==> src/rtl/chi_rx_link_buffer.sv <==
// CHI receive-side link buffer: link activation handshake, L-credit issue,
// credit-return filtering and a small first-word-fall-through flit FIFO
// feeding one HN rx channel.

// Occupancy checks: spare capacity never negative, credits plus stored
// flits never exceed the buffer depth.
module chi_rx_link_buffer_chk #(
  parameter int CW    = 3,
  parameter int AW    = 4,
  parameter int DEPTH = 4
) (
  input logic                 clk,
  input logic                 rstn,
  input logic signed [AW-1:0] avail,
  input logic [CW-1:0]        credits,
  input logic [CW-1:0]        count
);
  localparam logic [CW:0] DEPTH_C = (CW+1)'(DEPTH);

  avail_nonneg: assert property (@(posedge clk) disable iff (!rstn) !avail[AW-1]);

  occupancy_bound: assert property (@(posedge clk) disable iff (!rstn)
    (({1'b0, credits} + {1'b0, count}) <= DEPTH_C));
endmodule

module chi_rx_link_buffer #(
  parameter int FLIT_W  = 128,
  parameter int DEPTH   = 4,
  parameter int OPC_LSB = 0,
  parameter int OPC_W   = 4
) (
  input  logic              clk,
  input  logic              rstn,
  input  logic              rx_linkactivereq,
  output logic              rx_linkactiveack,
  input  logic              rx_flitv,
  input  logic [FLIT_W-1:0] rx_flit,
  output logic              rx_lcrdv,
  output logic              out_valid,
  output logic [FLIT_W-1:0] out_flit,
  input  logic              out_ready,
  output logic              proto_err
);
  localparam int CW = $clog2(DEPTH + 1);
  localparam int AW = CW + 1;
  localparam int PW = (DEPTH > 1) ? $clog2(DEPTH) : 1;
  localparam logic [AW-1:0] DEPTH_A = AW'(DEPTH);
  localparam logic [PW-1:0] LAST_PTR = PW'(DEPTH - 1);

  typedef enum logic [1:0] {
    STOP       = 2'd0,
    ACTIVATE   = 2'd1,
    RUN        = 2'd2,
    DEACTIVATE = 2'd3
  } link_state_t;

  link_state_t        state_r;
  logic               ack_r;
  logic               lcrdv_r;
  logic               proto_err_r;
  logic               out_valid_r;
  logic [FLIT_W-1:0]  out_flit_r;
  logic [CW-1:0]      credits_r;
  logic [CW-1:0]      count_r;
  logic [PW-1:0]      rd_ptr_r;
  logic [PW-1:0]      wr_ptr_r;
  logic [FLIT_W-1:0]  mem_r [DEPTH];

  logic signed [AW-1:0] avail_s;
  logic [OPC_W-1:0]     opcode_s;
  logic                 has_credit_s;
  logic                 grant_s;
  logic                 take_s;
  logic                 push_s;
  logic                 pop_s;
  logic [CW-1:0]        count_next_s;
  logic [FLIT_W-1:0]    head_next_s;

  // Pointer advance with wrap at DEPTH (DEPTH need not be a power of two).
  function automatic logic [PW-1:0] ptr_inc(input logic [PW-1:0] p);
    if (p == LAST_PTR) begin
      return {PW{1'b0}};
    end else begin
      return p + PW'(1);
    end
  endfunction

  assign avail_s      = $signed(DEPTH_A - {1'b0, credits_r} - {1'b0, count_r});
  assign opcode_s     = rx_flit[OPC_LSB +: OPC_W];
  assign has_credit_s = (credits_r != {CW{1'b0}});
  assign grant_s      = (state_r == RUN) && !avail_s[AW-1] && (avail_s != {AW{1'b0}});
  assign take_s       = rx_flitv && has_credit_s;
  assign push_s       = take_s && (opcode_s != {OPC_W{1'b0}});
  assign pop_s        = out_valid_r && out_ready;

  // Next FIFO occupancy; simultaneous push and pop cancel out.
  always_comb begin
    count_next_s = count_r;
    case ({push_s, pop_s})
      2'b10:   count_next_s = count_r + CW'(1);
      2'b01:   count_next_s = count_r - CW'(1);
      default: count_next_s = count_r;
    endcase
  end

  // Next head flit: the following entry after a pop, or a bypassed incoming
  // flit when the store is (or becomes) empty.
  always_comb begin
    head_next_s = out_flit_r;
    if (pop_s) begin
      if (count_r > CW'(1)) begin
        head_next_s = mem_r[ptr_inc(rd_ptr_r)];
      end else if (push_s) begin
        head_next_s = rx_flit;
      end else begin
        head_next_s = {FLIT_W{1'b0}};
      end
    end else if (count_r == {CW{1'b0}}) begin
      if (push_s) begin
        head_next_s = rx_flit;
      end else begin
        head_next_s = {FLIT_W{1'b0}};
      end
    end else begin
      head_next_s = out_flit_r;
    end
  end

  // Link activation FSM; ack is registered and tracks the next state.
  always_ff @(posedge clk or negedge rstn) begin
    if (!rstn) begin
      state_r <= STOP;
      ack_r   <= 1'b0;
    end else begin
      case (state_r)
        STOP: begin
          if (rx_linkactivereq) begin
            state_r <= ACTIVATE;
            ack_r   <= 1'b1;
          end else begin
            ack_r   <= 1'b0;
          end
        end
        ACTIVATE: begin
          state_r <= RUN;
          ack_r   <= 1'b1;
        end
        RUN: begin
          if (!rx_linkactivereq) begin
            state_r <= DEACTIVATE;
          end
          ack_r <= 1'b1;
        end
        DEACTIVATE: begin
          if (credits_r == {CW{1'b0}}) begin
            state_r <= STOP;
            ack_r   <= 1'b0;
          end else begin
            ack_r   <= 1'b1;
          end
        end
        default: begin
          state_r <= STOP;
          ack_r   <= 1'b0;
        end
      endcase
    end
  end

  // Credit accounting, credit pulse and sticky protocol error.
  always_ff @(posedge clk or negedge rstn) begin
    if (!rstn) begin
      credits_r   <= {CW{1'b0}};
      lcrdv_r     <= 1'b0;
      proto_err_r <= 1'b0;
    end else begin
      case ({grant_s, take_s})
        2'b10:   credits_r <= credits_r + CW'(1);
        2'b01:   credits_r <= credits_r - CW'(1);
        default: credits_r <= credits_r;
      endcase
      lcrdv_r <= grant_s;
      if (rx_flitv && !has_credit_s) begin
        proto_err_r <= 1'b1;
      end
    end
  end

  // FIFO storage and pointers.
  always_ff @(posedge clk or negedge rstn) begin
    if (!rstn) begin
      for (int i = 0; i < DEPTH; i++) begin
        mem_r[i] <= {FLIT_W{1'b0}};
      end
      wr_ptr_r <= {PW{1'b0}};
      rd_ptr_r <= {PW{1'b0}};
      count_r  <= {CW{1'b0}};
    end else begin
      if (push_s) begin
        mem_r[wr_ptr_r] <= rx_flit;
        wr_ptr_r        <= ptr_inc(wr_ptr_r);
      end
      if (pop_s) begin
        rd_ptr_r <= ptr_inc(rd_ptr_r);
      end
      count_r <= count_next_s;
    end
  end

  // Registered head-of-queue presentation to the HN.
  always_ff @(posedge clk or negedge rstn) begin
    if (!rstn) begin
      out_valid_r <= 1'b0;
      out_flit_r  <= {FLIT_W{1'b0}};
    end else begin
      out_valid_r <= (count_next_s != {CW{1'b0}});
      out_flit_r  <= head_next_s;
    end
  end

  assign rx_linkactiveack = ack_r;
  assign rx_lcrdv         = lcrdv_r;
  assign proto_err        = proto_err_r;
  assign out_valid        = out_valid_r;
  assign out_flit         = out_flit_r;

  chi_rx_link_buffer_chk #(.CW(CW), .AW(AW), .DEPTH(DEPTH)) u_chk (
    .clk     (clk),
    .rstn    (rstn),
    .avail   (avail_s),
    .credits (credits_r),
    .count   (count_r)
  );
endmodule

==> config.mk <==
export PLATFORM = sky130hd
export DESIGN_NAME = chi_rx_link_buffer
export DESIGN_NICKNAME = d
export VERILOG_FILES = /design/src/rtl/chi_rx_link_buffer.sv
export SDC_FILE = /design/constraint.sdc
export NUM_CORES = 1
export LEC_CHECK = 0
export BUFFER_PORTS_ARGS = -buffer_cell sky130_fd_sc_hd__buf_2
export CAP_MARGIN = 20
export CORE_MARGIN = 2
export CORE_UTILIZATION = 39
export CTS_CLUSTER_SIZE = 16
export DETAILED_ROUTE_END_ITERATION = 8
export PLACE_DENSITY = 0.67
export SETUP_SLACK_MARGIN = 0.05
export SLEW_MARGIN = 15
export SYNTH_ARGS = -nofsm -noshare
export SYNTH_HDL_FRONTEND = slang
export SYNTH_SLANG_ARGS = --single-unit
==> constraint.sdc <==
create_clock -name clk -period 5.95 [get_ports clk]
set_input_delay 1.19 -clock clk [delete_from_list [all_inputs] [get_ports clk]]
set_output_delay 1.19 -clock clk [all_outputs]
set_load 0.1 [all_outputs]
# [Word level (Yosys, flattened, before mapping)]
# Cells that the tools add are included.
# W data, S select, Z words.
[totals] reg_bits=656 input_bits=133 out_inout_bits=132 word_cells=83
[op_classes] addsub=8 n_lt_le_gt_ge=4 eq_ne=12 muxes=23 bitwise_logic=2 n_reduce_logical=20
[ops] operator="$mux W128" count=7
[ops] operator="$bwmux W512" count=1
[ops] operator="$bmux W128 S2" count=1
[ops] operator="$demux W128 S2" count=1
[ops] operator="$mux W2" count=7
[ops] operator="$eq A2 B2 Y1 const B" count=6
[ops] operator="$pmux W3 S2" count=2
[ops] operator="$pmux W2 S4" count=1
[ops] operator="$reduce_bool A4 Y1" count=2
[ops] operator="$logic_and A1 B1 Y1" count=7
[ops] operator="$add A3 B1 Y3 const B" count=2
[ops] operator="$eq A2 B1 Y1 const B" count=3
[ops] operator="$ge A3 B3 Y1 const B" count=2
[ops] operator="$logic_not A3 Y1" count=2
[ops] operator="$ne A2 B2 Y1 const B" count=3
[ops] operator="$not A2 Y3" count=2
[ops] operator="$reduce_bool A3 Y1" count=2
[ops] operator="$sub A3 B1 Y3 const B" count=2
[ops] operator="$add A2 B1 Y2 const B" count=2
[ops] operator="$reduce_bool A2 Y1" count=2
[ops] operator="$sub A3 B3 Y4 const A" count=1
[ops] operator="$sub A4 B3 Y4" count=1
[ops] operator="$gt A3 B1 Y1 const B" count=1
[ops] operator="$lt A3 B1 Y1 const B" count=1
[ops] operator="other kinds (6)" count=8

# [Logic depth before layout (Yosys ltp)]
# Gate-level depths: netlist of run 1.
[depth] ltp_word=10 depth_mapped=13 mapped_depth_nobuf=13

# [Worst setup path before layout of run 1]
# OpenSTA, ideal clock, no wires.
[synth_timing] path_kind="input-to-reg" start="input rx_flit[0]" end="register out_valid_r (netlist: out_valid)" setup_time_ns=0.131 t_arrival_ns=3.017 required_time_ns=5.819 slack_ns=2.801 path_stages=7 path_buffers=1 cell_sequence="o41a_1 buf_4 ha_1 nor2_1 mux2_2 a221o_1 or3_1"
[synth_between] elab_chain_cells=5 word_cells_on_any_way=6 classes_between="2 x eq/ne; 1 x mux; 3 x reduce/logical"
[synth_lines] item="start, declared" line="37" rtl="input logic [FLIT_W-1:0] rx_flit,"
[synth_lines] item="$reduce_bool A4 Y1 (*)" line="93" rtl="assign push_s = take_s && (opcode_s != {OPC_W{1'b0}});"
[synth_lines] item="$logic_and A1 B1 Y1 (*)" line="93"
[synth_lines] item="$eq A2 B1 Y1 or $eq A2 B2 Y1 (tied branches)" line="99" rtl="case ({push_s, pop_s})"
[synth_lines] item="$pmux W3 S2 (*)" line="99"
[synth_lines] item="net count_next_s[2]" line="76" rtl="logic [CW-1:0] count_next_s;"
[synth_lines] item="$reduce_bool A3 Y1 (*)" line="216" rtl="out_valid_r <= (count_next_s != {CW{1'b0}});"
[synth_lines] item="end signal, assigned" line="216"
[synth_lines] item="end, declared" line="61" rtl="logic out_valid_r;"
# Mark *: on every way through the listed nets, which the timed path passes. The rest lies on a longest branch.
# A chain may end at the register's enable or synchronous reset.

# [Worst setup path in the final report of run 1]
[layout_timing] start="input rx_flitv" end="register out_flit_r[45] (netlist: out_flit[45])"
[layout_between] elab_chain_cells=5 word_cells_on_any_way=6 classes_between="4 x mux; 2 x reduce/logical"
[layout_lines] item="start, declared" line="36" rtl="input logic rx_flitv,"
[layout_lines] item="$logic_and A1 B1 Y1 (*)" line="92" rtl="assign take_s = rx_flitv && has_credit_s;"
[layout_lines] item="$logic_and A1 B1 Y1 (*)" line="93"
[layout_lines] item="$mux W128 (*)" line="113, 119"
[layout_lines] item="$mux W128 (on tied branches)" line="118, 111"
[layout_lines] item="$mux W128 (*)" line="110" rtl="if (pop_s) begin"
[layout_lines] item="end signal, assigned" line="214" rtl="out_flit_r <= {FLIT_W{1'b0}};"
[layout_lines] item="end signal, assigned" line="217" rtl="out_flit_r <= head_next_s;"
[layout_lines] item="end, declared" line="62" rtl="logic [FLIT_W-1:0] out_flit_r;"
# Every way passes the cells marked *; elsewhere a longest branch is shown, timed or not. The select of a mux whose other input is x is not followed.

==> results of run 1 <==
## state kept, by name, summed over array words and instances (netlist names)
name              flops
wr_ptr_r              2
rd_ptr_r              2
proto_err             1
rx_linkactiveack      1
count_r               3
state_r               2
mem_r               512
out_flit            128
out_valid             1
rx_lcrdv              1
credits_r             3
## synth_stat cells
cell      number
o31a_2         1
a21oi_1        2
nand3b_1       1
clkbuf_1      39
fa_1           2
and2_1       128
xor2_1         2
dfrtp_1      656
and2_0         1
nor3_4         1
a21o_1         1
buf_2         32
o41a_1         1
a22oi_1        1
ha_1          18
nand2b_1       2
o21bai_1       1
o31a_1         1
buf_1          4
inv_1         14
a22o_1         4
o211a_1        1
mux2i_1        2
a221o_1      127
nand3_1        2
inv_2          1
o31ai_1        1
buf_4         51
nand2_1       14
nor2_1         5
xnor2_1        2
mux4_2       128
o21ai_0        5
or3_1          2
nor3_1         2
mux2_2       513
a32oi_1        1
## power by group through the flow
stage	registers, mW	logic (mW)	clock network, mW
2_1_floorplan	9.68	5.92	0
3_3_place_gp	7.60	9.80	0
3_5_place_dp	7.80	10.1	0
4_1_cts	7.74	10.1	4.58
5_1_grt	7.99	10.6	4.76
6_report	7.73	9.98	4.45
## critical path, delay by kind of cell
family                 cells  cell delay, ns
buffers and inverters      4            1.48
AOI/OAI and AO/OA          3            1.17
and+or+nand+nor            1            0.22
## final timing paths
check	from	to	slack [ns]	depth (start not counted)
worst max register to register	credits_r[1]	out_flit[45]	2.58	7
worst min register to register	proto_err	proto_err	0.48	1
max in group asynchronous	rstn	mem_r[394]	3.84	3
worst min-delay path	proto_err	proto_err	0.48	1
min in group asynchronous	rstn	mem_r[380]	0.66	1
worst max-delay path	rx_flitv	out_flit[45]	2.36	8
## kinds of logic (layout without fill, tap and decap cells)
logic type,count (synthesis),after routing,synth area share [%]
fa+ha+maj,20,20,0.930
mux,643,643,30.4
buf+inv,141,442,2.67
flops,656,656,57.6
simple gates,158,158,3.32
xor+xnor,4,4,0.123
compound gates,147,147,4.98
other cells,0,5,0
## layer usage
metal	global-route usage [%]	vias to the layer above	share of wire (%)
met1	23.5	9032	42
met4	5.23	22	2.0
met3	4.08	106	5.1
li1	-	7176	-
met5	0	-	0.20
met2	30.9	349	50
## through the flow
step           utilization [%]  cell area, µm²  instances  setup slack, ns
2_1_floorplan                -           28500       1769             2.80
3_3_place_gp              42.2           30700       2894             1.77
3_5_place_dp              42.2           30700       2894             1.74
4_1_cts                   45.5           33100       3026             2.40
5_1_grt                   45.6           33200       3031             2.22
6_report                  45.6           33200       3034             2.36
## layout make-up
cell class | instances | area, µm²
Fill cell | 6304 | 39500
Sequential cell | 656 | 16400
Multi-Input combinational cell | 972 | 11400
Clock buffer | 107 | 2130
Timing Repair Buffer | 295 | 1690
Tap cell | 959 | 1200
Clock inverter | 25 | 278
Inverter | 15 | 56.3
Antenna cell | 5 | 12.5
==> flow_summary.yaml, run 1 <==
status:
  status: "completed"
pwr:
  p_int_mw: 13.7
  p_per_area_nw_per_um2: 668
  p_comb_share_pct: 45.0
  ir_worst_vdd_mv: 0.365
  p_switching_mw: 8.49
  pwr-share-clk_pct: 20.1
  power.total_mw: 22.2
  swShare_pct: 38.3
  seqPwrFrac_pct: 34.9
  p_leak_nw: 14.8
timing:
  finalCriticalPeriod_ns: 3.59
  slew_headroom_pct: 31.7
  final_hold_viol_count: 0
  fin_crit_sh_pct: 60.3
  worstMarginPinSlew_ns: 1.02
  rsz0062_at_grt: "false"
  fin_skew_ns: 0.0178
  timing.hold.ws_ns: 0.481
  setup_viol: 0
  max_freq_mhz: 279
  setup_tns_ns: 0
  slew_viol_final: 0
routing:
  firstDrtPassIters: 5
  drt-total-wl_um: 67800
  routedWlPerCell_um: 22.4
  vias_per_cell: 5.50
  drc: 0
  dr.first_iter.drc_count: 839
  via_count: 16685
  ant_nets: 0
place:
  dp_hpwl_um: 40000
  portBuffers: 264
  place_congestion: 0.744
worst_setup_path:
  crit_fanout: 57
  cp_common_cell: "buf_4"
  worstPathArrival_ns: 4.14
  crit_chain: "buf_2 -> o31a_2 -> o41a_1 -> inv_2 -> nor3_4 -> buf_4 -> buf_4 -> a221o_1"
  critical_path_class: "input port to register"
  start_kind: "input port"
  slowest_stage: "buf_4"
  cp-end-kind: "register"
  required_ns: 6.50
  slowest_delay_ns: 0.76
global_route:
  grt_pass1_wl_um: 107000
  overflow: 0
  grt_pass1_vias: 18364
  grt_use_total_pct: 18.3
  grt_max_degree: 161
  antenna_found_initial: 15
synthesis:
  synthDistinctLibCells: 37
  syn_area_per_cell_um2: 16.1
  synthCells: 1769
  yosys_warnings: 0
  yosysSeqAreaShare_pct: 57.6
  yosys.area.top_type_share_pct: 57.6
  syn_nets: 1922
  synth_top_area_cell: "dfrtp_1"
  synth_area_leaders: "dfrtp_1 58%, mux2_2 20%, mux4_2 10%"
  ys_ff_latch: 656
  syn_area_um2: 28500
die:
  fp-row-count: 99
  initial_core_util_pct: 39.2
  io_pins: 265
  die_x_um: 274
  dieArea_um2: 75300
  die_y_um: 274
  coreArea_um2: 72700
cts:
  cts_resized: 0
  path_clk_slew_ns: 0.06
  root_buffer: "clkbuf_16"
  htree_levels: 3
  clockBufferDepth: 3
  cts_setup_buffers: 0
  cts_tree: "built"
  cts_made_buffers: 74
  clk_latency_ns: 0.63
  clock_sinks: 656
  cts_hold_buffers: 0
final_layout:
  final_cell_mix: "656 x dfrtp_1, 513 x mux2_2, 263 x buf_2"
  final_common_cell: "dfrtp_1"
  area_growth_pct: 16.3
  layout.nets: 2167
  drive_above_1_share_pct: 51.3
job:
  maxCapViolCount: 0
worst_hold_path:
  hold_path_class: "register to register"
(Power assumes the default switching activity.)
==> run 2: changes to the inputs <==
--- a/config.mk
+++ b/config.mk
@@ -11,7 +11,7 @@
 export CORE_UTILIZATION = 39
 export CTS_CLUSTER_SIZE = 16
 export DETAILED_ROUTE_END_ITERATION = 8
-export PLACE_DENSITY = 0.67
+export PLACE_DENSITY = 0.69
 export SETUP_SLACK_MARGIN = 0.05
 export SLEW_MARGIN = 15
 export SYNTH_ARGS = -nofsm -noshare
==> constraint.sdc (replaced) <==
create_clock -name clk -period 3.1 [get_ports clk]
set_input_delay 0.62 -clock clk [delete_from_list [all_inputs] [get_ports clk]]
set_output_delay 0.62 -clock clk [all_outputs]
set_load 0.1 [all_outputs]
==> flow_summary.yaml, run 2 (synthesis results as in run 1) <==
global_route:
  use_met3_pct: 4.77
  antenna_found_initial: 10
  grt_pass1_vias: 18318
  grt_pass1_wl_um: 107000
  met2_usage_pct: 30.0
  grtUsageMet1_pct: 23.6
  overflow: 0
  grt_use_total_pct: 18.2
  busiest_layer: "met2"
  grt_max_degree: 88
die:
  io_pins: 265
  fp-row-count: 99
  die_x_um: 274
  dieArea_um2: 75300
  die_y_um: 274
  coreArea_um2: 72700
  initial_core_util_pct: 39.2
timing:
  slew_headroom_pct: 52.6
  setup_tns_ns: 0
  slew_viol_final: 0
  setup_viol: 0
  fin_skew_ns: 0.0130
  finalCriticalPeriod_ns: 2.90
  final_hold_viol_count: 0
  max_freq_mhz: 345
  timing.hold.ws_ns: 0.276
  worstMarginPinSlew_ns: 0.711
  rsz0062_at_grt: "false"
  fin_crit_sh_pct: 93.4
pwr:
  power.total_mw: 43.2
  p_leak_nw: 15.0
  p_per_area_nw_per_um2: 1280
  ir_worst_vdd_mv: 1.18
final_layout:
  largest_reg_flops: 512
  area_growth_pct: 18.1
  layout.nets: 2191
  postLayoutCellArea_um2: 33700
  drive_above_1_share_pct: 52.1
  final_common_cell: "dfrtp_1"
  top_register: "mem_r"
  final_cells: 3058
  final_cell_mix: "655 x dfrtp_1, 513 x mux2_2, 263 x buf_2"
cts:
  root_buffer: "clkbuf_16"
  cts_made_buffers: 73
  clockBufferDepth: 3
  cts_tree: "built"
  path_clk_slew_ns: 0.06
  cts_setup_buffers: 0
  clk_latency_ns: 0.59
  clock_sinks: 656
  htree_levels: 3
worst_setup_path:
  cp-end-kind: "register"
  slowest_stage: "fa_1"
  r2r-end: "credits_r[2]"
  crit_fanout: 5
  slowest_delay_ns: 0.54
  worstSetupEndpoint: "credits_r[2]"
  required_ns: 3.62
  ff2ff_setup_slack_ns: 0.20
  cp-startpoint: "credits_r[1]"
  worstPathArrival_ns: 3.41
  critical_path_class: "register to register"
  rr_worst_depth: 13
  rr_startpoint: "credits_r[1]"
  start_kind: "register"
  crit_chain: "ha_1 -> inv_1 -> ha_1 -> inv_1 -> fa_1 -> nand2_1 -> nand3_1 -> ha_1 -> inv_1 -> fa_1 -> xor2_1 -> nor2_1 -> xor2_1"
routing:
  firstDrtPassIters: 5
  drt-total-wl_um: 67500
  dr.first_iter.drc_count: 946
  drc: 0
  via_count: 16668
  vias_per_cell: 5.45
  routedWlPerCell_um: 22.1
  ant_nets: 0
place:
  placed_area_um2: 31200
  portBuffers: 264
  place_congestion: 0.771
  dp_hpwl_um: 40700
  dp_cells: 2921
status:
  status: "completed"
job:
  maxCapViolCount: 0
worst_hold_path:
  hold_path_class: "input port to register"
## run 2: worst min path at each step
| stage | from | to | slack [ns] | cells past startpoint |
|---|---|---|---|---|
| floorplan | rstn | count_r[0] | 0.32 | 0 |
| global placement | proto_err | proto_err | 0.44 | 1 |
| detailed placement | proto_err | proto_err | 0.47 | 1 |
| CTS | rx_flitv | proto_err | 0.23 | 2 |
| global route | rx_flitv | proto_err | 0.25 | 2 |
| finish | rx_flitv | proto_err | 0.28 | 2 |
## run 2: where the power goes
group | leakage [nW] | total (mW) | switching [mW] | internal (mW)
registers | 7.95 | 14.8 | 2.06 | 12.7
logic | 5.84 | 19.6 | 10.8 | 8.80
clock network | 1.22 | 8.82 | 3.51 | 5.31
## run 2: layer usage
metal	vias up	share of wire, %
met5	-	0.14
met4	14	2.2
met3	114	5.8
met2	335	49
met1	8985	43
li1	7220	-
## run 2: critical path: cells and delay by family (launching register included)
kind / cells / cell delay, ns
flip-flops: 1 / 0.44
adder cells (fa/ha/maj): 5 / 1.59
buffers and inverters: 3 / 0.18
XOR/XNOR: 2 / 0.32
AND/OR/NAND/NOR: 3 / 0.28
## run 2: final cells by class
class / instances / area, µm²
Antenna cell: 3 / 7.51
Timing Repair Buffer: 320 / 2130
Sequential cell: 656 / 16400
Tap cell: 959 / 1200
Multi-Input combinational cell: 972 / 11400
Inverter: 15 / 56.3
Fill cell: 6238 / 39000
Clock inverter: 29 / 322
Clock buffer: 104 / 2140
## run 2: through the flow
stage / utilization [%] / setup slack, ns
floorplan: - / 0.462
global placement: 42.9 / 0.319
detailed placement: 42.9 / 0.245
CTS: 46.3 / 0.222
global route: 46.3 / 0.0678
finish: 46.3 / 0.203
## run 2: timing repair
| action | CTS | global route |
|---|---|---|
| resized for setup | 0 | 1 |
| hold buffers | 1 | 0 |
| setup endpoints to repair | 0 | 1 |
| hold endpoints to repair | 40 | 0 |
==> run 3: changes to the inputs <==
--- a/config.mk
+++ b/config.mk
@@ -5,13 +5,14 @@
 export SDC_FILE = /design/constraint.sdc
 export NUM_CORES = 1
 export LEC_CHECK = 0
-export BUFFER_PORTS_ARGS = -buffer_cell sky130_fd_sc_hd__buf_2
 export CAP_MARGIN = 20
 export CORE_MARGIN = 2
 export CORE_UTILIZATION = 39
+export CTS_BUF_LIST = sky130_fd_sc_hd__clkbuf_8 sky130_fd_sc_hd__clkbuf_16
 export CTS_CLUSTER_SIZE = 16
 export DETAILED_ROUTE_END_ITERATION = 8
-export PLACE_DENSITY = 0.69
+export DONT_BUFFER_PORTS = 1
+export PLACE_DENSITY = 0.66
 export SETUP_SLACK_MARGIN = 0.05
 export SLEW_MARGIN = 15
 export SYNTH_ARGS = -nofsm -noshare
==> flow_summary.yaml, run 3 (synthesis results as in run 1) <==
routing:
  ant_nets: 0
  dr.first_iter.drc_count: 917
  routedWlPerCell_um: 23.1
  drt-total-wl_um: 64600
  via_count: 15732
  firstDrtPassIters: 5
  drc: 0
  vias_per_cell: 5.63
die:
  initial_core_util_pct: 39.2
  fp-row-count: 99
  io_pins: 265
  coreArea_um2: 72700
  die_y_um: 274
  die_x_um: 274
  dieArea_um2: 75300
global_route:
  grt_use_total_pct: 17.3
  overflow: 0
  grt_max_degree: 657
  grt_pass1_wl_um: 101000
  antenna_found_initial: 0
  grt_pass1_vias: 17379
worst_setup_path:
  cp-startpoint: "count_r[1]"
  worstSetupEndpoint: "credits_r[2]"
  required_ns: 3.64
  cp-end-kind: "register"
  crit_fanout: 5
  r2r-end: "credits_r[2]"
  rr_startpoint: "count_r[1]"
  critical_path_class: "register to register"
  worstPathArrival_ns: 3.35
  ff2ff_setup_slack_ns: 0.29
  rr_worst_depth: 13
  start_kind: "register"
place:
  portBuffers: 0
  pre_cts_ws_ns: 0.270
  place_congestion: 0.759
  dp_hpwl_um: 38300
pwr:
  p_per_area_nw_per_um2: 1320
  p_leak_nw: 14.0
  ir_worst_vdd_mv: 0.755
worst_hold_path:
  hold_path_class: "input port to asynchronous set/reset pin"
timing:
  final_hold_viol_count: 419
  timing.final.ws_setup_ns: 0.292
  finalCriticalPeriod_ns: 2.81
  rsz0062_at_grt: "false"
  worstMarginPinSlew_ns: 1.84
  setup_viol: 0
  setup_tns_ns: 0
  slew_viol_final: 164
  slew_headroom_pct: -22.9
  max_freq_mhz: 356
  timing.hold.ws_ns: -0.286
  fin_crit_sh_pct: 90.6
  fin_skew_ns: 0.0288
final_layout:
  layout.nets: 1936
  antenna_cells: 0
  largest_reg_flops: 512
  final_common_cell: "dfrtp_1"
  final_util_pct: 44.6
  top_register: "mem_r"
  final_cell_mix: "656 x dfrtp_1, 513 x mux2_2, 128 x and2_1, 128 x mux4_2, 127 x a221o_1"
  area_growth_pct: 13.6
  drive_above_1_share_pct: 45.2
cts:
  clockBufferDepth: 3
  cts_resized: 0
  path_clk_slew_ns: 0.06
  clk_latency_ns: 0.61
  root_buffer: "clkbuf_16"
  cts_tree: "built"
  cts_made_buffers: 72
  clock_sinks: 656
  htree_levels: 3
job:
  maxCapViolCount: 0
status:
  failed_checks: "hold timing, slew limit"
  status: "complete, but fails checks"
run 3: area by class of cell:
class,count,area [µm²]
clock buffer,92,2100
clock inverter,35,409
fill,6233,40300
inverter,15,56.3
multi-input combinational,972,11400
sequential,656,16400
tap,959,1200
timing repair buffer,66,821
run 3: worst min-delay path by stage:
stage,from,endpoint,slack [ns],depth (start not counted)
finish,rstn,mem_r[241],-0.29,0
global route,rstn,mem_r[497],-0.32,0
CTS,rstn,mem_r[497],-0.33,0
detailed placement,rstn,mem_r[497],0.35,0
global placement,rstn,mem_r[497],0.35,0
floorplan,rstn,count_r[0],0.32,0
run 3: what timing repair did:
action                                  CTS  global route
endpoints found under the hold margin   656           656
buffers inserted                          0             0
endpoints found under the setup margin    0             0
run 3: where the power goes:
group | switching [mW] | internal [mW]
Clock | 3.50 | 5.44
Sequential | 6.66 | 12.6
Combinational | 5.80 | 8.66
Total | 16.0 | 26.7
run 3: metrics by stage:
step	total power [mW]	instances	area, µm²	hold WS, ns
floorplan	29.9	1769	28500	0.324
global placement	33.3	2668	29900	0.352
detailed placement	34.1	2668	29900	0.348
CTS	43.2	2795	32400	-0.325
global route	45.0	2795	32400	-0.319
finish	42.7	2795	32400	-0.286
run 3: critical path: stages (launching register included):
cell and delay, ns:
dfrtp_1 0.45, ha_1 0.30, inv_1 0.06, ha_1 0.13
inv_1 0.05, fa_1 0.43, xnor2_1 0.14, nand3_1 0.10
ha_1 0.20, inv_1 0.06, fa_1 0.39, xor2_1 0.15
nor2_1 0.12, xor2_1 0.15
run 3: per-layer routing:
metal	wire, µm	global-route usage (%)
met4	1270	4.89
met5	0	0
met2	31900	28.8
met1	26900	22.0
met3	4470	4.77
